<file path="src/rtl/alu_rotate_sequencer_if.sv">
// Bus bundle for alu_rotate_sequencer.
// Request side: start, opd, cnt, dir, rcf, cin and wrd.
// Result side: ena, sel, d, busy, done, cout and of.
// master drives the requests and observes the results. slave is the sequencer.
interface alu_rotate_sequencer_if;
  logic        start;
  logic [15:0] opd;
  logic [4:0]  cnt;
  logic        dir;
  logic        rcf;
  logic        cin;
  logic        wrd;
  logic        ena;
  logic [3:0]  sel;
  logic        d;
  logic        busy;
  logic        done;
  logic        cout;
  logic        of;

  modport master (
    output start, opd, cnt, dir, rcf, cin, wrd,
    input  ena, sel, d, busy, done, cout, of
  );

  modport slave (
    input  start, opd, cnt, dir, rcf, cin, wrd,
    output ena, sel, d, busy, done, cout, of
  );
endinterface

</file>
<file path="src/rtl/alu_rotate_sequencer.sv">
// Multi-cycle rotate unit for ROL/ROR/RCL/RCR.
// It rotates by one bit per cycle, up to 31 bits. Byte mode uses 8 bits and word
// mode uses 16 bits. It then streams the result MSB-first into a bit-addressed
// destination register.
// Ports:
//   clk   - rising-edge clock
//   rst_n - asynchronous active-low reset
//   bus   - alu_rotate_sequencer_if.slave
//           start/opd/cnt/dir/rcf/cin/wrd : request inputs
//           ena/sel/d                     : destination write strobe, bit select, data
//           busy/done                     : operation status
//           cout/of                       : flags, valid from done until the next start
module alu_rotate_sequencer (
  input  logic                        clk,
  input  logic                        rst_n,
  alu_rotate_sequencer_if.slave       bus
);

  typedef enum logic [1:0] {
    IDLE  = 2'd0,
    ROT   = 2'd1,
    WRITE = 2'd2,
    FIN   = 2'd3
  } state_t;

  state_t      state_reg, state_next;

  // Shadow copy of the request. It is captured once at acceptance so that later
  // input changes cannot disturb a running operation.
  logic [15:0] opd_reg;
  logic [4:0]  cnt_reg;
  logic        dir_reg;
  logic        rcf_reg;
  logic        carry_reg;
  logic        wrd_reg;
  logic        rot_any_reg;   // count was non-zero, so of is recomputed
  logic [3:0]  k_reg;         // write index, also the destination bit select
  logic        cout_reg;
  logic        of_reg;

  // Single-bit rotation of the shadow operand.
  logic        msb, lsb, fill_left, fill_right, rot_carry;
  logic [15:0] rot_val;
  logic        res_msb1, of_calc;

  // In byte mode the msb of the operand is bit 7.
  assign msb        = wrd_reg ? opd_reg[15] : opd_reg[7];
  assign lsb        = opd_reg[0];
  assign fill_left  = rcf_reg ? carry_reg : msb;
  assign fill_right = rcf_reg ? carry_reg : lsb;
  assign rot_carry  = dir_reg ? lsb : msb;

  always_comb begin
    rot_val = opd_reg;
    if (!dir_reg) begin
      if (wrd_reg) rot_val = {opd_reg[14:0], fill_left};
      else         rot_val = {opd_reg[15:8], opd_reg[6:0], fill_left};
    end else begin
      if (wrd_reg) rot_val = {fill_right, opd_reg[15:1]};
      else         rot_val = {opd_reg[15:8], fill_right, opd_reg[7:1]};
    end
  end

  // Overflow is evaluated on the final result. In the WRITE state opd_reg holds that result.
  assign res_msb1 = wrd_reg ? opd_reg[14] : opd_reg[6];
  assign of_calc  = dir_reg ? (msb ^ res_msb1) : (msb ^ carry_reg);

  // State register
  always_ff @(posedge clk or negedge rst_n) begin
    if (!rst_n) state_reg <= IDLE;
    else        state_reg <= state_next;
  end

  // Next state and outputs
  always_comb begin
    state_next = state_reg;
    bus.ena    = 1'b0;
    bus.sel    = 4'd0;
    bus.d      = 1'b0;
    bus.busy   = 1'b1;
    bus.done   = 1'b0;
    case (state_reg)
      IDLE: begin
        bus.busy = 1'b0;
        if (bus.start) state_next = (bus.cnt != 5'd0) ? ROT : WRITE;
      end
      ROT: begin
        if (cnt_reg == 5'd1) state_next = WRITE;
      end
      WRITE: begin
        bus.ena = 1'b1;
        bus.sel = k_reg;
        bus.d   = opd_reg[4'd15 - k_reg];
        if (k_reg == 4'd15) state_next = FIN;
      end
      FIN: begin
        bus.done   = 1'b1;
        state_next = IDLE;
      end
      default: begin
        bus.busy   = 1'b0;
        state_next = IDLE;
      end
    endcase
  end

  // Datapath
  always_ff @(posedge clk or negedge rst_n) begin
    if (!rst_n) begin
      opd_reg     <= 16'd0;
      cnt_reg     <= 5'd0;
      dir_reg     <= 1'b0;
      rcf_reg     <= 1'b0;
      carry_reg   <= 1'b0;
      wrd_reg     <= 1'b0;
      rot_any_reg <= 1'b0;
      k_reg       <= 4'd0;
      cout_reg    <= 1'b0;
      of_reg      <= 1'b0;
    end else begin
      case (state_reg)
        IDLE: begin
          if (bus.start) begin
            opd_reg     <= bus.opd;
            cnt_reg     <= bus.cnt;
            dir_reg     <= bus.dir;
            rcf_reg     <= bus.rcf;
            carry_reg   <= bus.cin;
            wrd_reg     <= bus.wrd;
            rot_any_reg <= (bus.cnt != 5'd0);
            // A byte result lands in destination bits 7:0, so sel starts at 8.
            k_reg       <= bus.wrd ? 4'd0 : 4'd8;
          end
        end
        ROT: begin
          opd_reg   <= rot_val;
          carry_reg <= rot_carry;
          cnt_reg   <= cnt_reg - 5'd1;
        end
        WRITE: begin
          k_reg <= k_reg + 4'd1;
          // The flags are updated on the edge into FIN so they are valid together with done.
          if (k_reg == 4'd15) begin
            cout_reg <= carry_reg;
            if (rot_any_reg) of_reg <= of_calc;
          end
        end
        default: ;
      endcase
    end
  end

  assign bus.cout = cout_reg;
  assign bus.of   = of_reg;

endmodule

</file>
<file path="src/flat_wrapper.sv">
// flat-port wrapper written by rule: the top's interface ports become plain ports
module alu_rotate_sequencer_flat 
  (clk, rst_n, bus_start, bus_opd, bus_cnt, bus_dir, bus_rcf, bus_cin, bus_wrd, bus_ena, bus_sel, bus_d, bus_busy, bus_done, bus_cout, bus_of);
  alu_rotate_sequencer_if bus_i ();
  input  logic clk;
  input  logic rst_n;
  input wire logic [$bits(bus_i.start)-1:0] bus_start;
  input wire logic [$bits(bus_i.opd)-1:0] bus_opd;
  input wire logic [$bits(bus_i.cnt)-1:0] bus_cnt;
  input wire logic [$bits(bus_i.dir)-1:0] bus_dir;
  input wire logic [$bits(bus_i.rcf)-1:0] bus_rcf;
  input wire logic [$bits(bus_i.cin)-1:0] bus_cin;
  input wire logic [$bits(bus_i.wrd)-1:0] bus_wrd;
  output wire logic [$bits(bus_i.ena)-1:0] bus_ena;
  output wire logic [$bits(bus_i.sel)-1:0] bus_sel;
  output wire logic [$bits(bus_i.d)-1:0] bus_d;
  output wire logic [$bits(bus_i.busy)-1:0] bus_busy;
  output wire logic [$bits(bus_i.done)-1:0] bus_done;
  output wire logic [$bits(bus_i.cout)-1:0] bus_cout;
  output wire logic [$bits(bus_i.of)-1:0] bus_of;
  assign bus_i.start = bus_start;
  assign bus_i.opd = bus_opd;
  assign bus_i.cnt = bus_cnt;
  assign bus_i.dir = bus_dir;
  assign bus_i.rcf = bus_rcf;
  assign bus_i.cin = bus_cin;
  assign bus_i.wrd = bus_wrd;
  assign bus_ena = bus_i.ena;
  assign bus_sel = bus_i.sel;
  assign bus_d = bus_i.d;
  assign bus_busy = bus_i.busy;
  assign bus_done = bus_i.done;
  assign bus_cout = bus_i.cout;
  assign bus_of = bus_i.of;
  alu_rotate_sequencer u_core (.clk(clk), .rst_n(rst_n), .bus(bus_i));
endmodule
</file>
<file path="config.mk">
export PLATFORM = sky130hd
export DESIGN_NAME = alu_rotate_sequencer_flat
export DESIGN_NICKNAME = d
export VERILOG_FILES = /design/src/rtl/alu_rotate_sequencer_if.sv /design/src/rtl/alu_rotate_sequencer.sv /design/src/flat_wrapper.sv
export SDC_FILE = /design/constraint.sdc
export NUM_CORES = 1
export LEC_CHECK = 0
export BUFFER_PORTS_ARGS = -buffer_cell sky130_fd_sc_hd__clkbuf_2
export CAP_MARGIN = 20
export CELL_PAD_IN_SITES_DETAIL_PLACEMENT = 1
export CELL_PAD_IN_SITES_GLOBAL_PLACEMENT = 2
export CORE_UTILIZATION = 34
export DETAILED_ROUTE_END_ITERATION = 7
export PLACE_DENSITY_LB_ADDON = 0.12
export SYNTH_ARGS = -nofsm -noshare
export SYNTH_HDL_FRONTEND = slang
export SYNTH_SLANG_ARGS = --single-unit
</file>
<file path="constraint.sdc">
create_clock -name clk -period 2.5 [get_ports clk]
set_clock_uncertainty 0.15 [all_clocks]
set_input_delay 0 -clock clk [delete_from_list [all_inputs] [get_ports clk]]
set_output_delay 0 -clock clk [all_outputs]
set_load 0.02 [all_outputs]
</file>
==> results of run 1 <==
==> area by class of cell <==
class | count | area (sq um) | area share, %
clock inverters | 1 | 5.00 | 0.177
inverters | 21 | 78.8 | 2.79
well taps | 77 | 96.3 | 3.41
repair buffers | 70 | 500 | 17.7
clock buffers | 7 | 86.3 | 3.06
flip-flops and latches | 34 | 851 | 30.1
multi-input cells | 180 | 1210 | 42.7
==> routing by layer <==
| layer | track usage, % | up-vias | wire [um] | part of all wire [%] |
|---|---|---|---|---|
| met5 | 0 | - | 0 | 0 |
| met4 | 4.70 | 0 | 38 | 0.61 |
| met3 | 2.98 | 4 | 129 | 2.1 |
| li1 | - | 1025 | - | - |
| met2 | 32.5 | 29 | 2960 | 48 |
| met1 | 26.5 | 1030 | 3070 | 49 |
==> worst max path at each step <==
stage,to,from,cells after the start,slack [ns]
floorplan,u_core.bus.of$_DFFE_PN0P_,u_core.state_reg[0]$_DFFE_PN0P_,6,0.43
global placement,u_core.opd_reg[11]$_DFFE_PN0P_,u_core.state_reg[0]$_DFFE_PN0P_,6,0.45
detailed placement,u_core.opd_reg[9]$_DFFE_PN0P_,u_core.state_reg[1]$_DFFE_PN0P_,6,0.37
CTS,u_core.opd_reg[9]$_DFFE_PN0P_,u_core.state_reg[1]$_DFFE_PN0P_,6,0.37
global route,u_core.opd_reg[9]$_DFFE_PN0P_,u_core.state_reg[1]$_DFFE_PN0P_,6,0.23
finish,u_core.opd_reg[12]$_DFFE_PN0P_,u_core.state_reg[1]$_DFFE_PN0P_,6,0.38
==> metrics by stage <==
stage	instances	setup slack, ns
global route	390	0.225
detailed placement	355	0.369
global placement	355	0.449
finish	390	0.379
CTS	390	0.367
floorplan	253	0.430
==> power by group through the flow <==
stage	logic, mW	clock network [mW]	registers [mW]
3_5_place_dp	2.01	0	1.19
6_report	2.01	0.435	1.17
2_1_floorplan	1.65	0	1.03
5_1_grt	2.30	0.467	1.22
4_1_cts	2.05	0.451	1.18
3_3_place_gp	1.98	0	1.18
==> logic make-up after synthesis <==
kind of cell    after synthesis  synth area share [%]
buf+inv                      39                  7.58
mux                          23                  12.4
compound gates               80                  22.6
flops                        34                  38.2
xor+xnor                      2                 0.787
fa+ha+maj                     7                  3.93
simple gates                 68                  14.5
==> cells in the mapped netlist, drive strengths merged (5+ instances only) <==
cell type	instances
mux2i	14
nor2	12
inv	21
clkbuf	8
buf	10
nand2	25
mux2	7
nand2b	5
nand3	14
ha	7
o21ai	36
o211ai	14
dfrtp	34
a21oi	13
==> worst max-delay path: cells and delay by family, from the launching register on <==
kind            cells  cell delay, ns
mux                 1            0.47
flops               1            0.40
compound gates      3            0.38
fa+ha+maj           1            0.48
buf+inv             1            0.11
==> timing repair <==
action,in CTS,in global routing
setup endpoints to repair,0,0
endpoints found under the hold margin,62,0
hold buffers,27,0
==> impl_metrics.tcl, run 1 <==
set metrics [dict create \
    status "completed" \
    ir_drop_mv 0.491 \
    p_sw_mw 1.72 \
    io_pins 38 \
    post-dp-hpwl_mm 4.34 \
    grt_pass1_vias 2207 \
    post-cts-setup-buffers 0 \
    required_ns 2.51 \
    fin_hold_ws_ns 0.0263 \
    power_density_mw_per_mm2 1280 \
    slowest_delay_ns 0.48 \
    cts_buffer_depth 2 \
    synthTopCellsByArea "dfrtp_1, mux2i_1, o211ai_1, o21ai_1, nand2_1" \
    power_mw 3.62 \
    rows 29 \
    worstMarginPinSlew_ns 0.903 \
    r2r_cells 6 \
    port_buffers 37 \
    antenna_cells 0 \
    critical_path_class "flip-flop to flip-flop" \
    dieHeight_um 82.9 \
    r2r_start "u_core.state_reg[1]$_DFFE_PN0P_" \
    yosysSeqAreaShare_pct 38.2 \
    yosys.cell_types.count 47 \
    yosysTopAreaCellShare_pct 38.2 \
    initial_core_util_pct 35.1 \
    drt_wl_total_mm 6.20 \
    setup_violations 0 \
    fin_crit_sh_pct 84.8 \
    drtIter0Drc 65 \
    htreeDepth 2 \
    hold_path.class "input port to flip-flop" \
    overflow 0 \
    finalHoldViolCount 0 \
    ys_ff_latch 34 \
    path_clk_slew_ns 0.07 \
    layout_common_cells "clkbuf_2, dfrtp_1, dlygate4sd3_1" \
    power_frac_seq_pct 32.4 \
    crit_slowest_cell "ha_1" \
    holdCritStartpoint "bus_start" \
    p_int_mw 1.91 \
    grt_pass1_wl_mm 10.9 \
    switching_share_pct 47.4 \
    arrival_ns 2.13 \
    worstPathCellList "inv_1 > ha_1 > mux2i_4 > a21oi_4 > o211ai_1 > o21ai_1" \
    largest_register_ffs 16 \
    synth_edf_count 0 \
    reg2reg_to "u_core.opd_reg[12]$_DFFE_PN0P_" \
    rsz0062_at_grt "false" \
    dr.pass1.iters 4 \
    finalCriticalPeriod_ns 2.12 \
    synth_top_cell_by_area "dfrtp_1" \
    hold-path-endpoint "u_core.k_reg[0]$_DFFE_PN0P_" \
    drv_slew 0 \
    wl_per_cell_um 15.9 \
    grt.total_usage_pct 19.5 \
    final_common_cell "clkbuf_2" \
    cts_tree "yes" \
    ant_nets 0 \
    grt_max_degree 35 \
    p_leak_nw 1.26 \
    final_area_sq_mm 0.00283 \
    place_congestion 0.715 \
    min_path_cells 4 \
    ys.flop_type "dfrtp_1" \
    async_flop_share_pct 100 \
    endpoint_kind "flip-flop" \
    clkPwrFrac_pct 12.0 \
    fillCellCount 752 \
    drcViolationCount 0 \
    clockRootBuffer "clkbuf_8" \
    yosysWarnings 0 \
    synth_area_sq_mm 0.00223 \
    die_w_um 82.9 \
    clk_latency_ns 0.29 \
    placed_area_sq_mm 0.00246 \
    drv_cap 0 \
    combPwrFrac_pct 55.6 \
    avgSynthCellArea_sq_um 8.80 \
    drive_gt1_share_pct 20.8 \
    cts_resized 0 \
    via_per_inst 5.35 \
    rrSetupSlack_ns 0.38 \
    start_kind "flip-flop" \
    synth_nets 288 \
    clock_sinks 34 \
    postSynthCellCount 253 \
    fmax_ghz 0.471 \
    syn_to_final_growth_pct 26.9 \
    vias 2088 \
    fin_util_pct 44.5 \
    core_sq_mm 0.00635 \
    cts_buffers 5 \
    grt_antenna_before_repair 0 \
    max_slew_margin_pct 39.8 \
    tns_ns 0 \
    die-area_sq_mm 0.00688 \
    layout.nets 347 \
    critPathMaxFanout 16 \
]
Note: power is estimated with default switching activity, not from simulation.
==> run 2: changes to the inputs <==
Settings changed: CORE_UTILIZATION 34 to 30.
Clock period 2.5 ns to 1.8 ns, I/O delays scaled along.
==> run 2 against run 1 <==
Against the previous run:
- the flow now finishes with violations (negative setup slack)
- critical path depth decreased by 2
- global-route usage grew 0.17 points
- die area is 13% higher
- power up 66%
- sequential share of layout area shrank 3.8 points
- non-clock buffer count rose by 34
- via count increased by 3.4%
- register-to-register slack worse by 0.33 ns
- critical path type is now flip-flop to primary output
- largest power group unchanged
==> impl_metrics.tcl, run 2 (synthesized netlist as in run 1, its figures left out) <==
set metrics [dict create \
    max_slew_margin_pct 66.6 \
    numPlacedInstances 404 \
    clock_sinks 34 \
    layout.nets 381 \
    failed_checks "negative setup slack" \
    layout_common_cells "clkbuf_2, buf_4, dfrtp_1" \
    grt.total_usage_pct 19.7 \
    fin_crit_sh_pct 101 \
    endpoint_kind "primary output" \
    clockRootBuffer "clkbuf_8" \
    drv_cap 0 \
    critPathMaxFanout 3 \
    hold_path.class "input port to flip-flop" \
    critical_path_class "flip-flop to primary output" \
    status "finished, violations left" \
    drtIter0Drc 56 \
    drive_gt1_share_pct 32.9 \
    fin_hold_ws_ns 0.0391 \
    overflow 0 \
    instances_no_fill 446 \
    finalHoldViolCount 0 \
    ir_drop_mv 0.585 \
    required_ns 1.65 \
    port_buffers 37 \
    grt_pass1_wl_mm 11.7 \
    path_clk_slew_ns 0.07 \
    clk_latency_ns 0.29 \
    setup_violations 1 \
    worstMarginPinSlew_ns 0.501 \
    rsz0062_at_grt "true" \
    power_density_mw_per_mm2 1850 \
    core_sq_mm 0.00721 \
    io_pins 38 \
    ant_nets 0 \
    vias 2160 \
    fin_ws_ns -0.0178 \
    syn_to_final_growth_pct 45.3 \
    fmax_ghz 0.550 \
    antenna_cells 0 \
    post-dp-hpwl_mm 4.81 \
    via_per_inst 4.84 \
    final_common_cell "clkbuf_2" \
    cts_tree "yes" \
    finalCriticalPeriod_ns 1.82 \
    initial_core_util_pct 30.9 \
    drv_slew 0 \
    dr.pass1.iters 4 \
    drt_wl_total_mm 6.95 \
    place_congestion 0.744 \
    drcViolationCount 0 \
    grt_pass1_vias 2257 \
    grt_antenna_before_repair 0 \
    largest_register_ffs 16 \
    start_kind "flip-flop" \
    rows 31 \
    p_leak_nw 1.45 \
    dieHeight_um 88.2 \
    cts_buffers 5 \
    fillCellCount 892 \
    grt_max_degree 35 \
    cts_buffer_depth 2 \
    die_w_um 88.2 \
    die-area_sq_mm 0.00777 \
    htreeDepth 2 \
    wl_per_cell_um 15.6 \
    power_mw 6.00 \
    arrival_ns 1.67 \
]
## run 2: cell count changes in the layout (fill, tap and decap cells not counted), sizes merged
cell / delta
buf: +35
clkbuf: -1
## run 2: routing by layer
| metal | track usage, % | vias up | routed length [um] |
|---|---|---|---|
| met5 | 0 | - | 0 |
| met4 | 4.40 | 0 | 66 |
| met3 | 2.92 | 7 | 161 |
| met2 | 33.2 | 32 | 3250 |
| met1 | 26.5 | 1037 | 3470 |
| li1 | - | 1084 | - |
## run 2: area by class of cell
cell class	instances	area, sq um	area share (%)
Clock inverter	1	5.00	0.155
Tap cell	99	124	3.83
Multi-Input combinational cell	180	1280	39.6
Sequential cell	34	852	26.3
Clock buffer	7	86.3	2.67
Inverter	21	78.8	2.44
Timing Repair Buffer	104	807	24.9
## run 2: where the power goes
part | leakage [nW] | internal (mW) | switching, mW
Sequential | 0.410 | 1.16 | 0.408
Combinational | 0.987 | 1.87 | 1.95
Clock | 0.0482 | 0.309 | 0.305
## run 2: final timing paths
| path | to | depth (start not counted) | startpoint | slack (ns) |
|---|---|---|---|---|
| worst max-delay path | bus_d | 4 | u_core.k_reg[0]$_DFFE_PN0P_ | -0.02 |
| worst min-delay path | u_core.k_reg[0]$_DFFE_PN0P_ | 4 | bus_start | 0.04 |
| worst max register to register | u_core.bus.of$_DFFE_PN0P_ | 6 | u_core.state_reg[0]$_DFFE_PN0P_ | 0.05 |
| worst min register to register | u_core.rot_any_reg$_DFFE_PN0P_ | 2 | u_core.rot_any_reg$_DFFE_PN0P_ | 0.35 |
| max in group asynchronous | u_core.k_reg[0]$_DFFE_PN0P_ | 3 | rst_n | 0.98 |
| min in group asynchronous | u_core.opd_reg[11]$_DFFE_PN0P_ | 3 | rst_n | 0.14 |
## run 2: critical path, cell delays in order, from the launching register on
cell and delay, ns:
dfrtp_2 0.41, mux4_2 0.54, o2111ai_2 0.17, o21ai_1 0.09, buf_4 0.16
## run 2: metrics by stage
| stage | utilization, % | setup WS (ns) | TNS [ns] | area, sq um |
|---|---|---|---|---|
| finish | 44.8 | -0.0178 | -0.0178 | 3240 |
| global route | 44.8 | -0.0884 | -0.0911 | 3240 |
| CTS | 43.8 | -0.0532 | -0.0532 | 3160 |
| detailed placement | 38.1 | -0.0743 | -0.301 | 2750 |
| global placement | 38.1 | 0.0168 | 0 | 2750 |
| floorplan | - | -0.00326 | -0.00326 | 2260 |
## run 2: repair_timing
item | in CTS | in global routing
gates resized for setup | 8 | 10
pin swaps | 0 | 3
hold endpoints to repair | 62 | 0
setup buffers | 3 | 7
endpoints found under the setup margin | 12 | 15
hold buffers | 27 | 0
